===== config.mk =====
export PLATFORM = sky130hd
export DESIGN_NAME = display_scan_controller
export DESIGN_NICKNAME = d
export VERILOG_FILES = /design/src/rtl/display_scan_controller.sv
export SDC_FILE = /design/constraint.sdc
export NUM_CORES = 1
export LEC_CHECK = 0
export ABC_AREA = 1
export BUFFER_PORTS_ARGS = -buffer_cell sky130_fd_sc_hd__buf_2
export CAP_MARGIN = 20
export CORE_ASPECT_RATIO = 0.5
export CORE_MARGIN = 2
export CORE_UTILIZATION = 30
export CTS_CLUSTER_DIAMETER = 50
export DETAILED_ROUTE_END_ITERATION = 6
export PLACE_DENSITY = 0.5
export SETUP_SLACK_MARGIN = 0.05
export SYNTH_ARGS = -nofsm -noshare
export SYNTH_HDL_FRONTEND = slang
export SYNTH_SLANG_ARGS = --single-unit
export TNS_END_PERCENT = 1

===== constraint.sdc =====
create_clock -name clock -period 2.45 [get_ports clock]
set_input_delay 0 -clock clock [delete_from_list [all_inputs] [get_ports clock]]
set_output_delay 0 -clock clock [all_outputs]
set_load 0.03 [all_outputs]

===== src/rtl/display_scan_controller.sv =====
// Four-digit multiplexed display driver: converts a 10-bit binary source to BCD
// with a shift-add-3 FSM and scans the converted digits onto common-anode outputs.
module display_scan_controller #(
    parameter int unsigned DIV_TICKS = 100000,
    parameter int unsigned BLANK_LZ  = 1
) (
    input  logic       clock,
    input  logic       reset,
    input  logic       control,
    input  logic [7:0] frecuencia,
    input  logic [9:0] corriente,
    output logic [1:0] selec_digito,
    output logic [3:0] anodos,
    output logic [3:0] num,
    output logic       conv_done
);

    localparam int unsigned BIN_W    = 10;
    localparam int unsigned BCD_W    = 16;
    localparam int unsigned DIGITS   = 4;
    localparam int unsigned NIB_W    = 4;
    localparam int unsigned BITCNT_W = 4;
    localparam int unsigned CNT_W    = (DIV_TICKS > 1) ? $clog2(DIV_TICKS) : 1;

    localparam logic [CNT_W-1:0]    DIV_LAST   = CNT_W'(DIV_TICKS - 1);
    localparam logic [BITCNT_W-1:0] LAST_SHIFT = BITCNT_W'(BIN_W - 1);
    localparam logic                BLANK_EN   = (BLANK_LZ != 0);

    typedef enum logic [1:0] {
        LOAD   = 2'd0,
        SHIFT  = 2'd1,
        UPDATE = 2'd2
    } conv_state_t;

    conv_state_t state_q;
    conv_state_t state_d;

    // Converter datapath registers
    logic [BIN_W-1:0]    bin_q;
    logic [BCD_W-1:0]    bcd_q;
    logic [BITCNT_W-1:0] bit_cnt_q;
    logic [BCD_W-1:0]    disp_q;

    // Scan registers
    logic [CNT_W-1:0] div_q;
    logic [1:0]       next_dig_q;

    // Combinational helpers
    logic              load_en_c;
    logic              shift_en_c;
    logic              update_en_c;
    logic [BIN_W-1:0]  src_c;
    logic [BCD_W-1:0]  bcd_adj_c;
    logic [BCD_W-1:0]  bcd_shift_c;
    logic [BIN_W-1:0]  bin_shift_c;
    logic              tick_c;
    logic [DIGITS-1:0] dig_zero_c;
    logic [DIGITS-1:0] lead_zero_c;
    logic              slot_blank_c;
    logic [3:0]        slot_nib_c;
    logic [3:0]        slot_anodos_c;
    logic [3:0]        slot_num_c;

    // Converter state register
    always_ff @(posedge clock or posedge reset) begin
        if (reset) begin
            state_q <= LOAD;
        end else begin
            state_q <= state_d;
        end
    end

    // Converter next-state and phase strobes
    always_comb begin
        state_d     = state_q;
        load_en_c   = 1'b0;
        shift_en_c  = 1'b0;
        update_en_c = 1'b0;
        case (state_q)
            LOAD: begin
                load_en_c = 1'b1;
                state_d   = SHIFT;
            end
            SHIFT: begin
                shift_en_c = 1'b1;
                if (bit_cnt_q == LAST_SHIFT) begin
                    state_d = UPDATE;
                end
            end
            UPDATE: begin
                update_en_c = 1'b1;
                state_d     = LOAD;
            end
            default: begin
                state_d = LOAD;
            end
        endcase
    end

    // Source select; only consumed in LOAD so mid-conversion changes are ignored
    always_comb begin
        src_c = corriente;
        if (control) begin
            src_c = {2'b00, frecuencia};
        end
    end

    // Add-3 correction on every BCD nibble that would overflow after doubling
    always_comb begin
        bcd_adj_c = bcd_q;
        for (int i = 0; i < int'(DIGITS); i++) begin
            if (bcd_q[i*NIB_W +: NIB_W] >= 4'd5) begin
                bcd_adj_c[i*NIB_W +: NIB_W] = 4'(bcd_q[i*NIB_W +: NIB_W] + 4'd3);
            end
        end
    end

    // Joint left shift of the corrected BCD accumulator and the binary operand
    always_comb begin
        bcd_shift_c = {bcd_adj_c[BCD_W-2:0], bin_q[BIN_W-1]};
        bin_shift_c = {bin_q[BIN_W-2:0], 1'b0};
    end

    // Converter datapath: sample, shift, publish
    always_ff @(posedge clock or posedge reset) begin
        if (reset) begin
            bin_q     <= '0;
            bcd_q     <= '0;
            bit_cnt_q <= '0;
            disp_q    <= '0;
            conv_done <= 1'b0;
        end else begin
            conv_done <= update_en_c;
            if (load_en_c) begin
                bin_q     <= src_c;
                bcd_q     <= '0;
                bit_cnt_q <= '0;
            end
            if (shift_en_c) begin
                bin_q     <= bin_shift_c;
                bcd_q     <= bcd_shift_c;
                bit_cnt_q <= BITCNT_W'(bit_cnt_q + BITCNT_W'(1));
            end
            if (update_en_c) begin
                disp_q <= bcd_q;
            end
        end
    end

    assign tick_c = (div_q == DIV_LAST);

    // Slot divider: free-running 0..DIV_TICKS-1
    always_ff @(posedge clock or posedge reset) begin
        if (reset) begin
            div_q <= '0;
        end else if (tick_c) begin
            div_q <= '0;
        end else begin
            div_q <= CNT_W'(div_q + CNT_W'(1));
        end
    end

    // Leading-zero detection across the published display value
    always_comb begin
        dig_zero_c = '0;
        for (int i = 0; i < int'(DIGITS); i++) begin
            dig_zero_c[i] = (disp_q[i*NIB_W +: NIB_W] == 4'd0);
        end
        lead_zero_c    = '0;
        lead_zero_c[3] = dig_zero_c[3];
        lead_zero_c[2] = lead_zero_c[3] & dig_zero_c[2];
        lead_zero_c[1] = lead_zero_c[2] & dig_zero_c[1];
        lead_zero_c[0] = 1'b0;
    end

    // Digit about to be shown on the next tick, with optional blanking
    always_comb begin
        slot_nib_c    = disp_q[{next_dig_q, 2'b00} +: NIB_W];
        slot_blank_c  = BLANK_EN & lead_zero_c[next_dig_q];
        slot_anodos_c = ~(4'b0001 << next_dig_q);
        slot_num_c    = slot_nib_c;
        if (slot_blank_c) begin
            slot_anodos_c = 4'b1111;
            slot_num_c    = 4'd0;
        end
    end

    // Scan outputs advance only on tick; the first tick after reset shows digit 0
    always_ff @(posedge clock or posedge reset) begin
        if (reset) begin
            next_dig_q   <= 2'd0;
            selec_digito <= 2'd0;
            anodos       <= 4'b1111;
            num          <= 4'd0;
        end else if (tick_c) begin
            next_dig_q   <= 2'(next_dig_q + 2'd1);
            selec_digito <= next_dig_q;
            anodos       <= slot_anodos_c;
            num          <= slot_num_c;
        end
    end

endmodule


After elaboration in Yosys (flattened, before gate mapping)
Index checks and enable logic that the tools add are counted.
Word-level totals
  register bits after elaboration: 78
  input bits: 21
  output and inout bits: 11
Cells by class
  add/subtract/negate cells: 7
  order comparisons: 5
  equal/unequal tests: 5
  shifts and indexed selects: 2
  multiplexer cells: 21
  bitwise gates (word level): 3
  reduce and logical (&&, ||, !) cells: 5
Operator list (number)
  16-bit two-way mux: 2
  10-bit two-way mux: 3
  4-bit two-way mux: 7
  17-bit by 1-bit adder with 17-bit output, second input constant: 1
  17-bit equality test, second input constant: 1
  17-bit two-way mux: 1
  4-bit by 3-bit greater-or-equal comparator with 1-bit output, second input constant: 4
  16-bit by 5-bit variable part select with 4-bit output: 1
  4-bit by 2-bit adder with 4-bit output, second input constant: 3
  4-bit logical NOT: 3
  4-bit by 1-bit adder with 4-bit output, second input constant: 1
  4-bit equality test, second input constant: 1
  1-bit two-way mux: 4
  4-bit NOT: 1
  2-bit case mux with 2 select lines: 1
  1-bit by 2-bit left shift with 4-bit output, first input constant: 1
  3-bit by 2-bit adder with 3-bit output, second input constant: 1
  2-bit by 3-bit < comparator with 1-bit output, second input constant: 1
  3-bit two-way mux: 1
  2-bit by 1-bit adder with 2-bit output, second input constant: 1
  1-bit bitwise AND: 2
  1-bit binary-select mux with 2-bit select: 1
  2-bit by 1-bit equality test with 1-bit output, second input constant: 1
  2-bit equality test, second input constant: 1
  other kinds (4): 4

Depth between registers and ports, before layout
Gate-level depths: netlist (run 1).
  depth in word-level cells: 6
  gate-level depth with buffers: 10
  gate-level depth less buffers: 9

Worst setup path before layout (run 1)
OpenSTA, ideal clock, no wires.
  path kind: register -> register
  from: reg div_q[0]
  to: reg div_q[10]
  arrival time: 1.249 ns
  slack: 1.081 ns
  cell stages (with the launch flop): 10
  buffers on the path: 1
  period minus slack after synthesis: 1.369 ns
  cell sequence: dfrtp_1 -> ha_1 -> nand2_2 -> nor2_4 -> inv_2 -> nor2_2 -> nand2_2 -> buf_6 -> o21ai_0 -> nor2_1
On the way
  word-level cells in the longest chain between the ends: 2
  elaborated cells between the ends (all ways): 3
  those cells by class: 1 x add/sub; 1 x eq/ne; 1 x mux
Ends and longest elaborated chain
  start, declared: RTL line 45  | logic [CNT_W-1:0] div_q;
  start signal, assigned: RTL line 159  | div_q <= CNT_W'(div_q + CNT_W'(1));
  17-bit by 1-bit adder with 17-bit output or 17-bit equality test (tied branches): RTL line 159, 150
  17-bit two-way mux *: RTL line 156  | end else if (tick_c) begin
Mark *: on every way between the ends. The rest lies on a longest branch, timed or not.
A chain may end at the register's enable or synchronous reset.

Worst setup path in the final report (run 1)
  from: reg state_q[1]
  to: reg bin_q[2]
On the way
  word-level cells in the longest chain between the ends: 3
  elaborated cells between the ends (all ways): 6
  those cells by class: 1 x eq/ne; 3 x mux; 2 x reduce/logical
Ends and longest elaborated chain
  start, declared: RTL line 35  | conv_state_t state_q;
  start signal, assigned: RTL line 69  | state_q <= state_d;
  2-bit by 1-bit equality test with 1-bit output or 2-bit logical NOT (tied branches): RTL line 79  | case (state_q)
  1-bit two-way mux: RTL line 79
  10-bit two-way mux or 2-bit nonzero test (tied branches)
  end signal, assigned: RTL line 135  | bin_q <= src_c;
  end signal, assigned: RTL line 140  | bin_q <= bin_shift_c;
  end, declared: RTL line 39  | logic [BIN_W-1:0] bin_q;
Parallel ways exist; a longest one is shown, timed or not.

==> flow_summary_export.csv, run 1 <==
group,metric,value,unit
synthesis,synth_area,0.00392,mm2
clocking,insertion_delay,340,ps
final_layout,final_nets,580,
global_routing,grt_pass1_vias,3118,
hold_path,hold_path.class,"input port to flip-flop",
synthesis,syn_nets,527,
hold_path,timing.hold.worst.start,"control",
global_routing,gr-total-overflow,0,
timing,rsz0062_at_grt,"no",
synthesis,synth.avg_cell_area,7.98,um2
place,dpl_worst_slack,597,ps
drt,ant_nets,0,
final_layout,layout-drive-gt1-share,12.4,%
timing,tns,0,ps
timing,relSlewSlack,46.6,%
drt,routed_wl,8500,um
clocking,htree_levels,3,
global_routing,grt_pass1_wl,14900,um
hold_path,worstHoldPathCells,4,
critical_path,regToRegStartpoint,"state_q[1]$_DFFE_PP0P_",
critical_path,startpoint_type,"flip-flop",
power_and_ir_drop,switching_share,24.1,%
job,maxCapViolations,0,
place,place_congestion,0.756,
critical_path,rrSetupSlack,340,ps
clocking,cts_setup_buffers,0,
critical_path,endpoint_kind,"flip-flop",
power_and_ir_drop,vdd_ir_drop_max,295,uV
timing,setup_violations,0,
clocking,path_clk_slew,60,ps
critical_path,required,2730,ps
timing,fin_worst_skew,8.14,ps
drt,route.detailed.drc,0,
final_layout,diodes,0,
synthesis,syn_inst,491,
timing,fmax,0.474,GHz
floorplanning,die_area,0.0140,mm2
power_and_ir_drop,p_leak,2.30,nW
critical_path,crit_path_cell_trace,"inv_2, nand2_1, inv_2, nand2_1, o221ai_1, dlygate4sd3_1",
synthesis,yosysSeqAreaShare,49.9,%
power_and_ir_drop,p_clk_share,44.3,%
run_status,status,"completed",
floorplanning,coreArea,0.0127,mm2
hold_path,hold_end,"bin_q[8]$_DFFE_PP0P_",
critical_path,cp_slowest_stage_delay,560,ps
place,io_buffers,31,
floorplanning,rows,29,
synthesis,synth-seq-cells,78,
drt,wl_per_cell,11.8,um
drt,firstDrtPassIters,4,
drt,vias_per_cell,4.42,
drt,drt_iter0_drc,183,
power_and_ir_drop,pwr-share-seq,48.2,%
clocking,tritoncts,"built",
floorplanning,ios,32,
power_and_ir_drop,intPower,2.27,mW
timing,maxSlewViolCount,0,
power_and_ir_drop,power_switching,720,uW
clocking,cts_sinks,78,
clocking,cts_buffers,9,
critical_path,path_class,"flip-flop to flip-flop",
floorplanning,die_y,84.8,um
floorplanning,chipWidth,166,um
critical_path,cp.arrival,2390,ps
timing,period_minus_slack,2110,ps
timing,worst_pin_slew,802,ps
power_and_ir_drop,pwr-share-comb,7.6,%
timing,hold_viol,0,
critical_path,cp_slowest_cell,"dlygate4sd3_1",
critical_path,path_max_fanout,27,
clocking,clockRootBuffer,"clkbuf_16",
final_layout,area_growth,21.2,%
global_routing,antenna_found_initial,0,
timing,setup_ws,338,ps
power_and_ir_drop,power_per_cell_area,630,mW/mm2
timing,finalCritPeriodShare,86.2,%
critical_path,r2r-end,"bin_q[2]$_DFFE_PP0P_",
synthesis,synthDistinctLibCells,24,
critical_path,reg2reg_depth,6,
synthesis,synth_warnings,0,
floorplanning,initial_core_util,30.9,%
drt,vias,3181,
global_routing,grt_max_degree,45,
clocking,clockBufferDepth,2,
global_routing,track_usage,13.1,%
place,place_hpwl,5820,um
==> cells in the mapped netlist (all sizes together) <==
cell type,instances,area (um2)
o211ai,3,22.5
nor3,1,5.00
a21oi,14,70.1
o21ai,69,345
nand4,4,25.0
dfstp,4,105
inv,67,251
buf,5,31.3
xor2,5,43.8
o221ai,7,61.3
nand2,119,457
nand3,25,130
o22ai,6,37.5
clkinv,2,7.51
dfrtp,74,1850
clkbuf,6,22.5
ha,15,188
nor2,65,264
==> per-stage QoR <==
stage	cell area, um2	power (mW)	hold WS [ps]	instances	utilization [%]
floorplan	3920	1.59	161	491	-
global placement	4270	1.67	174	684	33.6
detailed placement	4270	1.67	171	684	33.6
CTS	4750	3.03	241	719	37.4
global route	4750	3.14	297	719	37.4
finish	4750	2.99	240	719	37.4
==> worst max path at each step <==
stage / end / startpoint / slack, ps
global placement: disp_q[2]$_DFFE_PP0P_ / state_q[1]$_DFFE_PP0P_ / 740
finish: bin_q[2]$_DFFE_PP0P_ / state_q[1]$_DFFE_PP0P_ / 340
global route: bin_q[5]$_DFFE_PP0P_ / state_q[1]$_DFFE_PP0P_ / 130
CTS: bin_q[1]$_DFFE_PP0P_ / state_q[1]$_DFFE_PP0P_ / 320
detailed placement: disp_q[9]$_DFFE_PP0P_ / state_q[1]$_DFFE_PP0P_ / 600
floorplan: bcd_q[0]$_DFFE_PP0P_ / reset / 460
==> state kept, by name, summed over array words and instances, names as in the netlist, 4 cells and up <==
register   flops
bin_q         10
num            4
bit_cnt_q      4
div_q         17
bcd_q         16
anodos         4
disp_q        16
==> critical path: cells and delay by family (launching register included) <==
family,cells,cell delay [ps]
compound gates,1,80
buf+inv,3,1250
flops,1,460
simple gates,2,240
==> layout make-up <==
class	count	area [um2]
Fill cell	1347	7950
Inverter	69	260
Tap cell	170	213
Multi-Input combinational cell	333	1650
Sequential cell	78	1960
Timing Repair Buffer	53	380
Clock buffer	10	229
Clock inverter	6	62.6
==> power groups by stage <==
stage | combinational, mW | sequential, mW | clock (mW)
after floorplan | 0.143 | 1.44 | 0
after CTS | 0.231 | 1.44 | 1.36
after global routing | 0.272 | 1.45 | 1.42
after global placement | 0.209 | 1.46 | 0
after detailed placement | 0.204 | 1.46 | 0
final | 0.227 | 1.44 | 1.32
==> logic make-up after synthesis <==
logic type	after synthesis	synth area share, %
compound gates	99	13.7
flops	78	49.9
fa+ha+maj	15	4.79
simple gates	214	22.5
xor+xnor	5	1.12
buf+inv	80	7.98
==> metal layers <==
layer | vias up | share of wire [%] | track usage (%)
met5 | - | 0 | 0
met4 | 0 | 1.3 | 3.56
met3 | 12 | 3.1 | 3.82
met2 | 35 | 42 | 20.0
met1 | 1455 | 54 | 18.2
li1 | 1679 | - | -
==> placed cells by master (no fill, tap or decap) <==
master / synthesis / final
nand2_1: 115 / 115
dfrtp_1: 74 / 74
o211ai_1: 3 / 3
nor2_1: 61 / 61
clkinv_1: 2 / 2
nor2_2: 2 / 2
clkbuf_1: 6 / 1
a21oi_1: 14 / 14
o22ai_1: 6 / 6
clkinv_2: 0 / 3
nand3_1: 24 / 24
bufinv_16: 0 / 1
o21ai_0: 69 / 69
inv_1: 62 / 61
buf_2: 4 / 31
clkinvlp_4: 0 / 3
nand4_1: 4 / 4
ha_1: 15 / 15
nand2_2: 4 / 4
buf_12: 0 / 1
dfstp_2: 4 / 4
nand3_2: 1 / 1
xor2_1: 5 / 5
nor2_4: 2 / 2
buf_4: 0 / 2
inv_2: 5 / 5
o221ai_1: 7 / 7
clkbuf_16: 0 / 9
nor3_1: 1 / 1
dlygate4sd3_1: 0 / 19
==> repair_timing <==
action	in CTS	in global routing
resized for setup	0	0
hold buffers	19	0
endpoints found under the hold margin	52	0
No activity file was read; power rests on OpenSTA's default activity.
==> inputs of run 2 (changes only) <==
Settings changed: CORE_UTILIZATION 30 to 60, PLACE_DENSITY 0.5 to 0.84.
==> flow_summary_export.csv, run 2 (synthesis results as in run 1) <==
group,metric,value,unit
drt,routed_wl,8440,um
place,place_hpwl,5230,um
place,io_buffers,31,
final_layout,mostFrequentLayoutCells,"nand2_1, dfrtp_1, o21ai_0",
final_layout,diodes,0,
clocking,cts_sinks,78,
global_routing,grt_pass1_wl,14500,um
final_layout,final_util,74.6,%
final_layout,final_nets,578,
floorplanning,coreArea,0.00618,mm2
timing,hold_viol,0,
final_layout,area_growth,17.7,%
clocking,path_clk_slew,60,ps
power_and_ir_drop,p_leak,2.29,nW
global_routing,antenna_found_initial,0,
drt,vias,3393,
critical_path,cp_slowest_cell,"dlygate4sd3_1",
floorplanning,die_y,61.1,um
timing,fin_worst_skew,3.87,ps
floorplanning,initial_core_util,63.4,%
critical_path,cp_slowest_stage_delay,580,ps
drt,route.detailed.drc,0,
final_layout,layout-drive-gt1-share,11.7,%
floorplanning,die_area,0.00723,mm2
run_status,status,"completed",
timing,period_minus_slack,2110,ps
critical_path,path_max_fanout,11,
critical_path,endpoint_kind,"flip-flop",
clocking,cts_setup_buffers,0,
global_routing,gr-total-overflow,0,
drt,wl_per_cell,13.3,um
timing,setup_violations,0,
floorplanning,chipWidth,118,um
floorplanning,rows,20,
final_layout,nFillCells,459,
timing,tns,0,ps
power_and_ir_drop,vdd_ir_drop_max,435,uV
timing,fmax,0.474,GHz
clocking,insertion_delay,340,ps
drt,vias_per_cell,5.34,
critical_path,path_class,"flip-flop to flip-flop",
global_routing,grt_pass1_vias,3107,
drt,firstDrtPassIters,5,
timing,finalCritPeriodShare,86.2,%
timing,worst_pin_slew,648,ps
timing,rsz0062_at_grt,"no",
place,place_congestion,0.851,
timing,maxSlewViolCount,0,
critical_path,required,2720,ps
timing,relSlewSlack,56.7,%
critical_path,cp.arrival,2380,ps
clocking,htree_levels,3,
final_layout,top_register,"div_q",
final_layout,largest_reg_flops,17,
hold_path,hold_path.class,"input port to flip-flop",
global_routing,track_usage,26.5,%
clocking,cts_buffers,9,
critical_path,crit_path_cell_trace,"nor2_1, o21ai_0, o221ai_1, dlygate4sd3_1",
floorplanning,ios,32,
drt,drt_iter0_drc,241,
clocking,clockBufferDepth,2,
global_routing,grt_max_degree,50,
critical_path,rrSetupSlack,340,ps
clocking,clockRootBuffer,"clkbuf_16",
critical_path,startpoint_type,"flip-flop",
job,maxCapViolations,0,
clocking,tritoncts,"built",
final_layout,reg.largest.list,"div_q (17), bcd_q (16), disp_q (16)",
final_layout,mostFrequentLayoutCell,"nand2_1",
drt,ant_nets,0,
power_and_ir_drop,power_per_cell_area,629,mW/mm2
[run 2: final timing paths]
path | startpoint | end | depth (start not counted)
worst max-delay path | state_q[1]$_DFFE_PP0P_ | bin_q[3]$_DFFE_PP0P_ | 4
worst min register to register | anodos[3]$_DFFE_PP1N_ | anodos[3]$_DFFE_PP1N_ | 2
worst max register to register | state_q[1]$_DFFE_PP0P_ | bin_q[3]$_DFFE_PP0P_ | 4
max in group asynchronous | reset | bcd_q[14]$_DFFE_PP0P_ | 4
worst min-delay path | corriente[6] | bin_q[6]$_DFFE_PP0P_ | 3
min in group asynchronous | reset | num[0]$_DFFE_PP0N_ | 3
[run 2: cell type report]
type	count	area (um2)	share of cell area, %
Sequential cell	78	1960	42.4
Multi-Input combinational cell	333	1650	35.8
Timing Repair Buffer	51	363	7.87
Clock buffer	15	268	5.81
Inverter	69	259	5.62
Tap cell	88	110	2.39
Clock inverter	1	5.00	0.109
[run 2: worst max-delay path, delay by kind of cell (launching register included)]
kind / cells / cell delay (ps)
AO/OA/AOI/OAI: 2 / 530
flip-flops: 1 / 450
buffers and inverters: 1 / 580
AND/OR/NAND/NOR: 1 / 480
[run 2: per-layer routing]
layer	vias to the layer above	global-route usage, %	wire length, um
li1	1681	-	-
met1	1601	32.5	3770
met4	0	12.0	220
met2	86	45.4	4050
met5	-	0	0
met3	25	7.87	395
[run 2: power breakdown]
group | total (mW) | switching, mW | internal [mW]
combinational | 0.232 | 0.134 | 0.0989
sequential | 1.44 | 0.0516 | 1.39
clock | 1.23 | 0.488 | 0.741
[run 2: repair_timing]
action	CTS	global route
gates resized for setup	0	0
endpoints found under the setup margin	0	0
hold buffers	18	0
hold endpoints to repair	35	0
[run 2: through the flow]
step / instances / area (um2) / hold WS (ps) / total power, mW / setup WS [ps]
2_1_floorplan: 491 / 3920 / 161 / 1.59 / 462
3_3_place_gp: 601 / 4160 / 124 / 1.66 / 815
3_5_place_dp: 601 / 4160 / 131 / 1.66 / 701
4_1_cts: 635 / 4610 / 0.644 / 2.91 / 386
5_1_grt: 635 / 4610 / 49.9 / 3.02 / 181
6_report: 635 / 4610 / 27.4 / 2.90 / 339
==> inputs of run 3 (changes only) <==
Settings changed: REMOVE_ABC_BUFFERS set to 1.
==> flow_summary_export.csv, run 3 (synthesis results as in run 1) <==
group,metric,value,unit
final_layout,diodes,0,
critical_path,endpoint_kind,"flip-flop",
clocking,path_clk_slew,60,ps
clocking,cts_sinks,78,
floorplanning,ios,32,
place,dpl_worst_slack,570,ps
global_routing,grt_pass1_vias,3332,
power_and_ir_drop,power_switching,676,uW
drt,drt_iter0_drc,306,
floorplanning,rows,20,
timing,setup_violations,0,
timing,fmax,0.451,GHz
critical_path,path_max_fanout,27,
final_layout,area_growth,17.3,%
global_routing,gr-total-overflow,0,
drt,ant_nets,0,
job,maxCapViolations,0,
timing,worst_pin_slew,649,ps
clocking,clockRootBuffer,"clkbuf_16",
run_status,status,"completed",
clocking,htree_levels,3,
floorplanning,die_area,0.00723,mm2
clocking,insertion_delay,340,ps
power_and_ir_drop,p_total,2.88,mW
place,io_buffers,31,
final_layout,reg.largest.list,"div_q (17), bcd_q (16), disp_q (16)",
final_layout,mostFrequentLayoutCells,"nand2_1, dfrtp_1, o21ai_0",
timing,hold_viol,0,
timing,setup_ws,231,ps
global_routing,antenna_found_initial,0,
power_and_ir_drop,p_clk_share,41.7,%
critical_path,cp_top_family,"buffers and inverters",
critical_path,cp.arrival,2440,ps
power_and_ir_drop,vdd_ir_drop_max,441,uV
place,place_hpwl,5390,um
power_and_ir_drop,power_per_cell_area,626,mW/mm2
floorplanning,initial_core_util,63.4,%
timing,rsz0062_at_grt,"no",
drt,vias_per_cell,5.28,
place,dpl.cell_count,600,
final_layout,layout-drive-gt1-share,11.5,%
critical_path,path_class,"flip-flop to flip-flop",
drt,routed_wl,8710,um
floorplanning,chipWidth,118,um
final_layout,final_nets,577,
clocking,cts_buffers,9,
timing,tns,0,ps
place,place_congestion,0.877,
power_and_ir_drop,intPower,2.20,mW
final_layout,mostFrequentLayoutCell,"nand2_1",
critical_path,crit_path_cell_trace,"inv_2, nand2_2, clkinv_2, nand2_1, o221ai_1, dlygate4sd3_1",
timing,maxSlewViolCount,0,
power_and_ir_drop,switching_share,23.5,%
timing,fin_worst_skew,4.58,ps
drt,vias,3345,
hold_path,hold_path.class,"input port to flip-flop",
critical_path,cp_slowest_stage_delay,570,ps
global_routing,grt_max_degree,49,
critical_path,path_buf_inv,3,
clocking,clockBufferDepth,2,
global_routing,grt_pass1_wl,14800,um
power_and_ir_drop,pwr-share-seq,50.2,%
floorplanning,coreArea,0.00618,mm2
global_routing,track_usage,26.7,%
timing,finalCritPeriodShare,90.6,%
power_and_ir_drop,p_leak,2.28,nW
final_layout,layout.cells.non_filler,634,
critical_path,cp_slowest_cell,"dlygate4sd3_1",
drt,route.detailed.drc,0,
power_and_ir_drop,pwr-share-comb,8.1,%
final_layout,top_register,"div_q",
critical_path,startpoint_type,"flip-flop",
drt,wl_per_cell,13.7,um
timing,period_minus_slack,2220,ps
timing,relSlewSlack,56.7,%
critical_path,required,2670,ps
floorplanning,die_y,61.1,um
final_layout,final_util,74.4,%
clocking,tritoncts,"built",
final_layout,largest_reg_flops,17,
drt,firstDrtPassIters,5,
## run 3: changes by cell type in the layout (fill, tap and decap cells not counted), sizes merged
| cell | previous run | this run |
|---|---|---|
| inv | 67 | 66 |
| buf | 33 | 32 |
| clkinv | 3 | 4 |
## run 3: worst register-to-register path, cell delays in order (launching register included)
cell	delay, ps
dfrtp_1	450
inv_2	240
nand2_2	270
clkinv_2	290
nand2_1	160
o221ai_1	120
dlygate4sd3_1	570
## run 3: layer usage
| metal | vias to the layer above | routed length (um) | part of all wire (%) | GRT usage (%) |
|---|---|---|---|---|
| li1 | 1683 | - | - | - |
| met1 | 1523 | 3860 | 44 | 31.4 |
| met2 | 115 | 4170 | 48 | 47.4 |
| met3 | 24 | 480 | 5.5 | 8.61 |
| met4 | 0 | 190 | 2.2 | 10.8 |
| met5 | - | 0 | 0 | 0 |
## run 3: power by group through the flow
| stage | Clock, mW | Combinational (mW) | Sequential [mW] |
|---|---|---|---|
| 6_report | 1.20 | 0.232 | 1.44 |
| 4_1_cts | 1.22 | 0.227 | 1.44 |
| 5_1_grt | 1.29 | 0.267 | 1.45 |
| 3_5_place_dp | 0 | 0.201 | 1.46 |
| 2_1_floorplan | 0 | 0.143 | 1.44 |
| 3_3_place_gp | 0 | 0.189 | 1.46 |
## run 3: area by class of cell
class / instances / area [um2]
multi-input combinational: 333 / 1650
inverter: 69 / 260
timing repair buffer: 50 / 355
clock buffer: 15 / 258
sequential: 78 / 1960
clock inverter: 1 / 5.00
fill: 468 / 1580
tap: 88 / 110
## run 3: final timing paths
kind | startpoint | endpoint | slack, ps | cells after the start
min in group asynchronous | reset | div_q[4]$_DFF_PP0_ | 310 | 3
max in group asynchronous | reset | bcd_q[10]$_DFFE_PP0P_ | 1470 | 4
worst max register to register | state_q[1]$_DFFE_PP0P_ | bin_q[2]$_DFFE_PP0P_ | 230 | 6
worst min register to register | anodos[2]$_DFFE_PP1N_ | anodos[2]$_DFFE_PP1N_ | 470 | 2
worst min-delay path | corriente[3] | bin_q[3]$_DFFE_PP0P_ | 40 | 3
worst max-delay path | state_q[1]$_DFFE_PP0P_ | bin_q[2]$_DFFE_PP0P_ | 230 | 6
## run 3: through the flow
step / hold slack, ps / cell area [um2]
finish: 42.2 / 4600
global route: 52.6 / 4600
CTS: 18.3 / 4590
detailed placement: 134 / 4150
global placement: 123 / 4150
floorplan: 161 / 3860
## run 3: repair_timing
action                                 CTS  global route
hold buffers                            18             0
setup endpoints to repair                0             5
setup buffers                            0             0
gates resized for setup                  0             2
endpoints found under the hold margin   36             0
